[src/rtl/vram_scan_arbiter.sv]
`default_nettype none
// ============================================================================
// Module   : vram_scan_arbiter
// Brief    : Shares one single-port synchronous video RAM between VGA
//            scan-out (owns the RAM during active display) and two writer
//            clients (round-robin with burst limit during blanking).
//            Optional blocked-request statistics: define VRAM_ARB_STATS_EN.
// Revision : 1.0 - initial release
// ============================================================================
module vram_scan_arbiter #(
  parameter int FB_W      = 160,
  parameter int FB_H      = 120,
  parameter int SHIFT     = 2,
  parameter int AW        = 15,
  parameter int DW        = 8,
  parameter int BURST_MAX = 4
) (
  input  logic          clk25M,
  input  logic          rst,
  input  logic          blank_n,
  input  logic [12:0]   X,
  input  logic [12:0]   Y,
  input  logic          req0,
  input  logic          req1,
  input  logic [AW-1:0] addr0,
  input  logic [AW-1:0] addr1,
  input  logic [DW-1:0] wdata0,
  input  logic [DW-1:0] wdata1,
  output logic          ack0,
  output logic          ack1,
  output logic [AW-1:0] mem_addr,
  output logic [DW-1:0] mem_wdata,
  output logic          mem_we,
  input  logic [DW-1:0] mem_rdata,
  output logic [DW-1:0] pix_data,
  output logic          pix_valid,
  output logic [15:0]   stall_cnt
);

  localparam int FB_SIZE = FB_W * FB_H;
  localparam int BW      = $clog2(BURST_MAX + 1);

  typedef enum logic [1:0] {
    S_SCAN  = 2'd0,
    S_IDLE  = 2'd1,
    S_GRANT = 2'd2
  } state_t;

  state_t        r_state;
  logic          r_rr;
  logic [BW-1:0] r_burst;
  logic          r_ack0;
  logic          r_ack1;
  logic [AW-1:0] r_mem_addr;
  logic [DW-1:0] r_mem_wdata;
  logic          r_mem_we;
  logic          r_blank_d1;
  logic          r_blank_d2;
  logic [DW-1:0] r_pix_data;
  logic          r_pix_valid;

  logic [AW-1:0] w_scan_row;
  logic [AW-1:0] w_scan_col;
  logic [AW-1:0] w_scan_addr;
  logic          w_granting;
  logic          w_elig0;
  logic          w_elig1;
  logic          w_gnt_vld;
  logic          w_gnt_sel;
  logic          w_rr_nxt;
  logic [BW-1:0] w_burst_inc;
  logic [BW-1:0] w_burst_nxt;
  logic [AW-1:0] w_gnt_addr;
  logic [DW-1:0] w_gnt_wdata;
  logic          w_in_range;

  // Screen pixel to framebuffer word, wrapping in AW-bit arithmetic
  assign w_scan_row  = AW'(Y >> SHIFT);
  assign w_scan_col  = AW'(X >> SHIFT);
  assign w_scan_addr = w_scan_row * AW'(FB_W) + w_scan_col;

  // A client whose ack is on the wire this cycle sits out one decision,
  // otherwise its still-high req would be written a second time
  assign w_granting = (r_state == S_GRANT);
  assign w_elig0    = req0 & ~(w_granting & r_ack0);
  assign w_elig1    = req1 & ~(w_granting & r_ack1);

  assign w_burst_inc = r_burst + BW'(1);
  assign w_gnt_addr  = w_gnt_sel ? addr1  : addr0;
  assign w_gnt_wdata = w_gnt_sel ? wdata1 : wdata0;
  assign w_in_range  = (32'(w_gnt_addr) < 32'(FB_SIZE));

  // Round-robin selection and burst bookkeeping for the candidate grant
  always_comb begin
    w_gnt_vld   = w_elig0 | w_elig1;
    w_gnt_sel   = w_elig1 & (~w_elig0 | r_rr);
    w_rr_nxt    = r_rr;
    w_burst_nxt = r_burst;
    if (w_gnt_sel == r_rr) begin
      if (w_burst_inc == BW'(BURST_MAX)) begin
        w_rr_nxt    = ~r_rr;
        w_burst_nxt = '0;
      end else begin
        w_burst_nxt = w_burst_inc;
      end
    end else begin
      w_rr_nxt    = w_gnt_sel;
      w_burst_nxt = '0;
    end
  end

  // Arbiter FSM: owns the RAM port, acks and the round-robin state
  always_ff @(posedge clk25M or posedge rst) begin
    if (rst) begin
      r_state     <= S_IDLE;
      r_rr        <= 1'b0;
      r_burst     <= '0;
      r_ack0      <= 1'b0;
      r_ack1      <= 1'b0;
      r_mem_addr  <= '0;
      r_mem_wdata <= '0;
      r_mem_we    <= 1'b0;
    end else begin
      r_ack0   <= 1'b0;
      r_ack1   <= 1'b0;
      r_mem_we <= 1'b0;
      if (blank_n) begin
        r_state    <= S_SCAN;
        r_mem_addr <= w_scan_addr;
      end else if (w_gnt_vld) begin
        r_state <= S_GRANT;
        r_rr    <= w_rr_nxt;
        r_burst <= w_burst_nxt;
        r_ack0  <= ~w_gnt_sel;
        r_ack1  <= w_gnt_sel;
        // Out-of-range writes are acked but dropped; the RAM port keeps its last address
        if (w_in_range) begin
          r_mem_addr  <= w_gnt_addr;
          r_mem_wdata <= w_gnt_wdata;
          r_mem_we    <= 1'b1;
        end
      end else begin
        r_state <= S_IDLE;
      end
    end
  end

  // Scan-out return path: blank_n delayed to line up with RAM read data
  always_ff @(posedge clk25M or posedge rst) begin
    if (rst) begin
      r_blank_d1  <= 1'b0;
      r_blank_d2  <= 1'b0;
      r_pix_valid <= 1'b0;
      r_pix_data  <= '0;
    end else begin
      r_blank_d1  <= blank_n;
      r_blank_d2  <= r_blank_d1;
      r_pix_valid <= r_blank_d2;
      r_pix_data  <= r_blank_d2 ? mem_rdata : '0;
    end
  end

`ifdef VRAM_ARB_STATS_EN
  logic [15:0] r_stall_cnt;

  // Count cycles where a writer is blocked by scan-out, saturating
  always_ff @(posedge clk25M or posedge rst) begin
    if (rst) begin
      r_stall_cnt <= '0;
    end else if (blank_n && (req0 || req1) && (r_stall_cnt != 16'hFFFF)) begin
      r_stall_cnt <= r_stall_cnt + 16'd1;
    end
  end

  assign stall_cnt = r_stall_cnt;
`else
  assign stall_cnt = 16'd0;
`endif

  assign ack0      = r_ack0;
  assign ack1      = r_ack1;
  assign mem_addr  = r_mem_addr;
  assign mem_wdata = r_mem_wdata;
  assign mem_we    = r_mem_we;
  assign pix_data  = r_pix_data;
  assign pix_valid = r_pix_valid;

endmodule
`default_nettype wire

[config.mk]
export PLATFORM = sky130hd
export DESIGN_NAME = vram_scan_arbiter
export DESIGN_NICKNAME = d
export VERILOG_FILES = /design/src/rtl/vram_scan_arbiter.sv
export SDC_FILE = /design/constraint.sdc
export NUM_CORES = 1
export LEC_CHECK = 0
export BUFFER_PORTS_ARGS = -buffer_cell sky130_fd_sc_hd__buf_2
export CORE_MARGIN = 8
export CORE_UTILIZATION = 47
export DETAILED_ROUTE_END_ITERATION = 12
export PLACE_DENSITY = 0.81
export SYNTH_ARGS = -nofsm -noshare
export SYNTH_HDL_FRONTEND = slang
export SYNTH_SLANG_ARGS = --single-unit
export TNS_END_PERCENT = 30
[constraint.sdc]
create_clock -name clk25M -period 2.7 [get_ports clk25M]
set_input_delay 0.54 -clock clk25M [delete_from_list [all_inputs] [get_ports clk25M]]
set_output_delay 0.54 -clock clk25M [all_outputs]
set_load 0.02 [all_outputs]
==> run_results.csv, run 1 <==
group,metric,value,unit
placed_design,place_congestion,0.818,
floorplanning,die-area,8800,um^2
worst_setup_path,worstSetupStartpoint,"Y[3]",
layout,final_nets,536,
clock_network,cts_root_buf,"clkbuf_8",
clock_network,clkTransAtPathRegs,0.08,ns
logic_synthesis,yosysTopAreaCell,"dfrtp_1",
logic_synthesis,synth.area.top_cells,"dfrtp_1 37%, ha_1 10%, mux2i_1 7.7%",
timing,hold_slack,0.308,ns
floorplanning,core,5890,um^2
worst_setup_path,rr_startpoint,"r_state[0]",
timing,setup_tns,0,ns
timing,worst_pin_slew,0.847,ns
clock_network,cts_hold_buf,0,
timing,setup_viol,0,
clock_network,clk_latency,0.29,ns
power,power,2.40,mW
timing,hold_viol,0,
power,cellLeakagePower,2.00,nW
layout,finalNonFillerCells,503,
layout,drive_gt1_frac,0.379,
logic_synthesis,ys_ff_latch,43,
logic_synthesis,ys_seq_area_frac,0.379,
logic_synthesis,synth_enable_flop_cells,0,
timing,fmax,383,MHz
worst_setup_path,required,2.88,ns
timing,slew_viol_final,0,
floorplanning,rows,28,
worst_setup_path,endpoint_kind,"flip-flop",
grt,antenna_found_initial,0,
timing,finalCritPeriodShare,0.968,
timing,period_needed,2.61,ns
logic_synthesis,synth_area,2850,um^2
logic_synthesis,ys_async_sr_fraction,1.00,
grt,grt_usage,0.175,
grt,grt_max_degree,25,
power,powerDensity,648,nW/um^2
placed_design,placed_area,3570,um^2
logic_synthesis,ys_warn_count,0,
logic_synthesis,synth_ff_type,"dfrtp_1",
detailed_routing,dr.pass1.iters,4,
floorplanning,die_w,93.8,um
outcome,status,"finished, final reports clean",
layout,final_cell_mix,"114 x buf_2, 52 x nand2_1, 42 x dfrtp_1",
worst_setup_path,r2r_end,"mem_wdata[0]",
run,max_cap_violations,0,
power,vdd_drop_max,370,uV
logic_synthesis,syn_inst,297,
grt,grt_pass1_vias,2661,
grt,overflow,0,
worst_setup_path,cp-start-kind,"input port",
detailed_routing,post_drt_wl_per_cell,15.4,um
hold_path,hp-class,"input port to asynchronous set/reset pin",
layout,syn_to_final_growth,30.5,%
detailed_routing,vias,2548,
placed_design,hpwlAfterDp,6.49,mm
detailed_routing,drcViolationCount,0,
worst_setup_path,r2r_slack,0.47,ns
detailed_routing,vias_per_cell,5.07,
detailed_routing,drt-total-wl,7.76,mm
worst_setup_path,critPathMaxFanout,2,
timing,relSlewSlack,0.432,
clock_network,cts_max_path_buffers,2,
floorplanning,die_h,93.8,um
logic_synthesis,synth_top_cell_area_share,0.369,
clock_network,cts_tree,"built",
placed_design,dp.cells,494,
floorplanning,initial_core_util,0.483,
logic_synthesis,synth_cell_types,51,
layout,final_common_cell,"buf_2",
clock_network,cts.sinks,43,
grt,grt_pass1_wl,12.5,mm
timing,rsz0062_at_grt,"no",
clock_network,h-tree-depth,2,
layout,final_area,3710,um^2
detailed_routing,drtAntennaViolNets,0,
timing,finClkSkew,0.00625,ns
clock_network,cts_buffers,5,
worst_setup_path,criticalPathCategory,"input port to flip-flop",
worst_setup_path,arrival,2.79,ns
detailed_routing,drt_iter0_drc,102,
logic_synthesis,synth.avg_cell_area,9.58,um^2
placed_design,io_buffers,114,
worst_setup_path,crit_path_end,"mem_addr[13]",
worst_setup_path,r2r_cells,8,
floorplanning,io_pins,136,
## cells in the mapped netlist, types with 2 or more instances
| cell | instances |
|---|---|
| a221o_1 | 2 |
| buf_4 | 18 |
| a21o_1 | 4 |
| a211o_1 | 2 |
| buf_2 | 3 |
| nor2_1 | 15 |
| clkbuf_1 | 3 |
| o21ai_0 | 8 |
| a22oi_1 | 2 |
| inv_2 | 2 |
| fa_1 | 2 |
| inv_1 | 8 |
| nand3b_1 | 2 |
| nand2b_1 | 3 |
| nand3_2 | 2 |
| o21ai_1 | 22 |
| a211oi_1 | 3 |
| nand3_1 | 4 |
| a21oi_1 | 8 |
| o221ai_1 | 2 |
| dfrtp_1 | 42 |
| and2_1 | 8 |
| ha_1 | 23 |
| xnor2_1 | 7 |
| nand2_1 | 52 |
| xor2_1 | 4 |
| mux2i_1 | 22 |
## repair_timing
action | in CTS | in global routing
buffers inserted | 0 | 0
pin swaps | 0 | 4
gates resized for setup | 2 | 3
setup endpoints to repair | 2 | 4
## power breakdown
| group | leakage [nW] | internal (mW) | total, mW | switching, mW |
|---|---|---|---|---|
| Combinational | 1.40 | 0.431 | 1.05 | 0.614 |
| Sequential | 0.532 | 0.776 | 0.851 | 0.0755 |
| Clock | 0.0612 | 0.299 | 0.508 | 0.209 |
| Total | 2.00 | 1.51 | 2.40 | 0.898 |
## worst min-delay path by stage
stage | start | end | cells after the start
after floorplan | r_blank_d1 | r_blank_d2 | 0
after global placement | r_blank_d1 | r_blank_d2 | 0
after detailed placement | r_blank_d1 | r_blank_d2 | 0
after CTS | rst | mem_wdata[4] | 2
after global routing | rst | mem_wdata[4] | 2
final | rst | mem_wdata[4] | 2
## flip-flops by register name, indices dropped and copies added (netlist names)
register / count
ack0: 1
ack1: 1
mem_addr: 15
mem_wdata: 8
mem_we: 1
pix_data: 8
pix_valid: 1
r_blank_d1: 1
r_blank_d2: 1
r_burst: 3
r_rr: 1
r_state: 2
## per-layer routing
layer,part of all wire,up-vias,track usage
li1,-,1258,-
met4,0.0070,0,0.0410
met1,0.40,1208,0.204
met5,0,-,0
met3,0.072,5,0.0424
met2,0.52,77,0.314
## cell type report
| cell class | instances | area [um^2] |
|---|---|---|
| Multi-Input combinational cell | 232 | 1670 |
| Fill cell | 515 | 2170 |
| Clock buffer | 6 | 82.6 |
| Timing Repair Buffer | 132 | 706 |
| Tap cell | 75 | 93.8 |
| Inverter | 12 | 50.0 |
| Sequential cell | 43 | 1080 |
| Clock inverter | 2 | 35.0 |
| Antenna cell | 1 | 2.50 |
## cells by family (layout without fill, tap and decap cells)
| logic type | count (synthesis) | in the layout | synth area share |
|---|---|---|---|
| DFF | 43 | 43 | 0.379 |
| buffers and inverters | 37 | 152 | 0.0783 |
| and+or+nand+nor | 93 | 93 | 0.157 |
| adders and majority gates | 25 | 25 | 0.115 |
| other | 1 | 17 | 0.00132 |
| AOI/OAI and AO/OA | 65 | 65 | 0.158 |
| xor gates and xnor gates | 11 | 11 | 0.0339 |
| muxes | 22 | 22 | 0.0774 |
## worst max-delay path, stage by stage
cell and delay (ns):
buf_2 0.13, ha_4 0.27, ha_4 0.13, fa_2 0.46, ha_4 0.28, o21ai_1 0.07
a21oi_2 0.16, o21ai_2 0.10, a211oi_2 0.24, xnor2_1 0.09, a221o_1 0.32
## through the flow
stage | util | worst slack (ns)
5_1_grt | 0.631 | 0.0138
3_3_place_gp | 0.607 | -0.243
2_1_floorplan | - | -0.0451
3_5_place_dp | 0.607 | -0.334
6_report | 0.631 | 0.0874
4_1_cts | 0.629 | 0.0308
(Power assumes the default switching activity.)
==> run 2, diff against run 1 <==
CORE_ASPECT_RATIO = 0.75   (was unset)
==> run 2 against run 1 <==
  * Wire length is 4.2% lower
  * Non-clock buffer count is 1 lower
  * Clock-buffer cell count grew 1
  * Cell count increased by 0.20%
  * Clock power is 13% lower
  * Design area shrank 0.81%
  * Clock skew fell by 0.0024 ns
  * First-iteration DRC count is 22% lower
  * Die area rose by 0.29%
==> run_results.csv, run 2 (synthesized netlist as in run 1, its figures left out) <==
group,metric,value,unit
placed_design,place_congestion,0.815,
layout,diodes,0,
placed_design,hpwlAfterDp,6.21,mm
timing,slew_viol_final,0,
worst_setup_path,arrival,2.80,ns
detailed_routing,vias_per_cell,4.92,
layout,final_cell_mix,"114 x buf_2, 52 x nand2_1, 42 x dfrtp_1",
power,p_int,1.44,mW
clock_network,cts_buffers,5,
layout,final_nets,535,
clock_network,cts_root_buf,"clkbuf_8",
grt,grt_pass1_vias,2555,
timing,setup_tns,0,ns
clock_network,cts.sinks,43,
placed_design,io_buffers,114,
hold_path,hp-class,"flip-flop to flip-flop",
clock_network,cts_max_path_buffers,2,
hold_path,worstHoldPathCells,0,
floorplanning,io_pins,136,
worst_setup_path,rr_startpoint,"r_state[0]",
detailed_routing,drt_iter0_drc,80,
timing,finalCritPeriodShare,0.972,
detailed_routing,vias,2482,
worst_setup_path,r2r_slack,0.43,ns
worst_setup_path,endpoint_kind,"flip-flop",
layout,final_common_cell,"buf_2",
grt,grt_pass1_wl,12.0,mm
floorplanning,core,5830,um^2
layout,largest_reg_flops,15,
layout,final_area,3680,um^2
grt,overflow,0,
floorplanning,rows,24,
detailed_routing,drt-total-wl,7.43,mm
clock_network,cts_hold_buf,0,
floorplanning,die_h,83.4,um
timing,worst_pin_slew,0.529,ns
clock_network,clk_latency,0.29,ns
outcome,status,"finished, final reports clean",
worst_setup_path,required,2.87,ns
detailed_routing,drcViolationCount,0,
worst_setup_path,cp-start-kind,"input port",
layout,syn_to_final_growth,29.5,%
floorplanning,die-area,8820,um^2
run,max_cap_violations,0,
hold_path,hold_end,"r_blank_d2",
hold_path,hp-start,"r_blank_d1",
clock_network,h-tree-depth,2,
power,p_seq_frac,0.366,
grt,grt_max_degree,44,
power,power,2.32,mW
timing,finClkSkew,0.00380,ns
clock_network,post-cts-setup-buffer-count,0,
clock_network,clkTransAtPathRegs,0.08,ns
worst_setup_path,r2r_end,"mem_wdata[6]",
timing,fmax,381,MHz
grt,grt_usage,0.162,
clock_network,postCtsResizedCells,0,
timing,hold_slack,0.357,ns
grt,antenna_found_initial,0,
power,p_sw_frac,0.381,
worst_setup_path,r2r_cells,8,
clock_network,cts_tree,"built",
floorplanning,die_w,106,um
power,combPwrFrac,0.444,
worst_setup_path,critPathMaxFanout,2,
power,p_sw,0.884,mW
detailed_routing,drtAntennaViolNets,0,
power,vdd_drop_max,314,uV
power,p_clk_frac,0.190,
timing,period_needed,2.62,ns
layout,finalNonFillerCells,504,
detailed_routing,dr.pass1.iters,4,
power,cellLeakagePower,1.98,nW
placed_design,placed_area,3570,um^2
timing,relSlewSlack,0.647,
timing,setup_viol,0,
detailed_routing,post_drt_wl_per_cell,14.7,um
layout,drive_gt1_frac,0.371,
timing,hold_viol,0,
layout,fill_cells,502,
worst_setup_path,criticalPathCategory,"input port to flip-flop",
power,powerDensity,630,nW/um^2
placed_design,dp.cells,496,
floorplanning,initial_core_util,0.488,
run 2: cell types whose count changed in the layout (fill, tap and decap cells not counted), sizes merged:
cell | before | now
buf | 132 | 131
bufinv | 1 | 0
clkbuf | 6 | 7
clkinv | 3 | 2
clkinvlp | 0 | 1
diode | 1 | 0
run 2: routing by layer:
| metal | up-vias | wire length, um | global-route usage |
|---|---|---|---|
| met5 | - | 0 | 0 |
| met4 | 0 | 49 | 0.0395 |
| met3 | 6 | 516 | 0.0502 |
| met2 | 80 | 3700 | 0.280 |
| met1 | 1138 | 3160 | 0.191 |
| li1 | 1258 | - | - |
run 2: layout make-up:
type                    count  area (um^2)  share of cell area
inverters                  12         50.0              0.0136
multi-input cells         232         1660               0.450
clock buffers               7         96.3              0.0262
flip-flops and latches     43         1080               0.292
repair buffers            131          698               0.190
clock inverters             1         7.51             0.00204
well taps                  78         97.6              0.0265
run 2: through the flow:
step	setup WS [ns]	util
floorplan	-0.0451	-
global placement	-0.235	0.613
detailed placement	-0.291	0.613
CTS	0.0217	0.631
global route	-0.0228	0.632
finish	0.0756	0.632
run 2: worst max-delay path by stage:
stage	startpoint	endpoint	slack, ns	depth (start not counted)
after floorplan	Y[3]	mem_addr[13]	-0.05	10
after global placement	Y[3]	mem_addr[13]	-0.24	11
after detailed placement	Y[3]	mem_addr[13]	-0.29	11
after CTS	Y[3]	mem_addr[13]	0.02	11
after global routing	Y[3]	mem_addr[13]	-0.02	11
final	Y[3]	mem_addr[13]	0.08	11
run 2: worst max-delay path: stages:
cell,delay [ns]
buf_2,0.12
ha_4,0.24
ha_4,0.16
fa_1,0.48
ha_4,0.29
o21ai_1,0.06
a21oi_2,0.14
o21ai_1,0.12
a211oi_2,0.23
xnor2_1,0.10
a221o_1,0.32
run 2: power by group through the flow:
stage	clock network, mW	logic (mW)	registers (mW)
CTS	0.456	1.03	0.849
global route	0.481	1.13	0.867
finish	0.440	1.03	0.849
global placement	0	0.998	0.852
detailed placement	0	1.03	0.859
floorplan	0	0.584	0.985
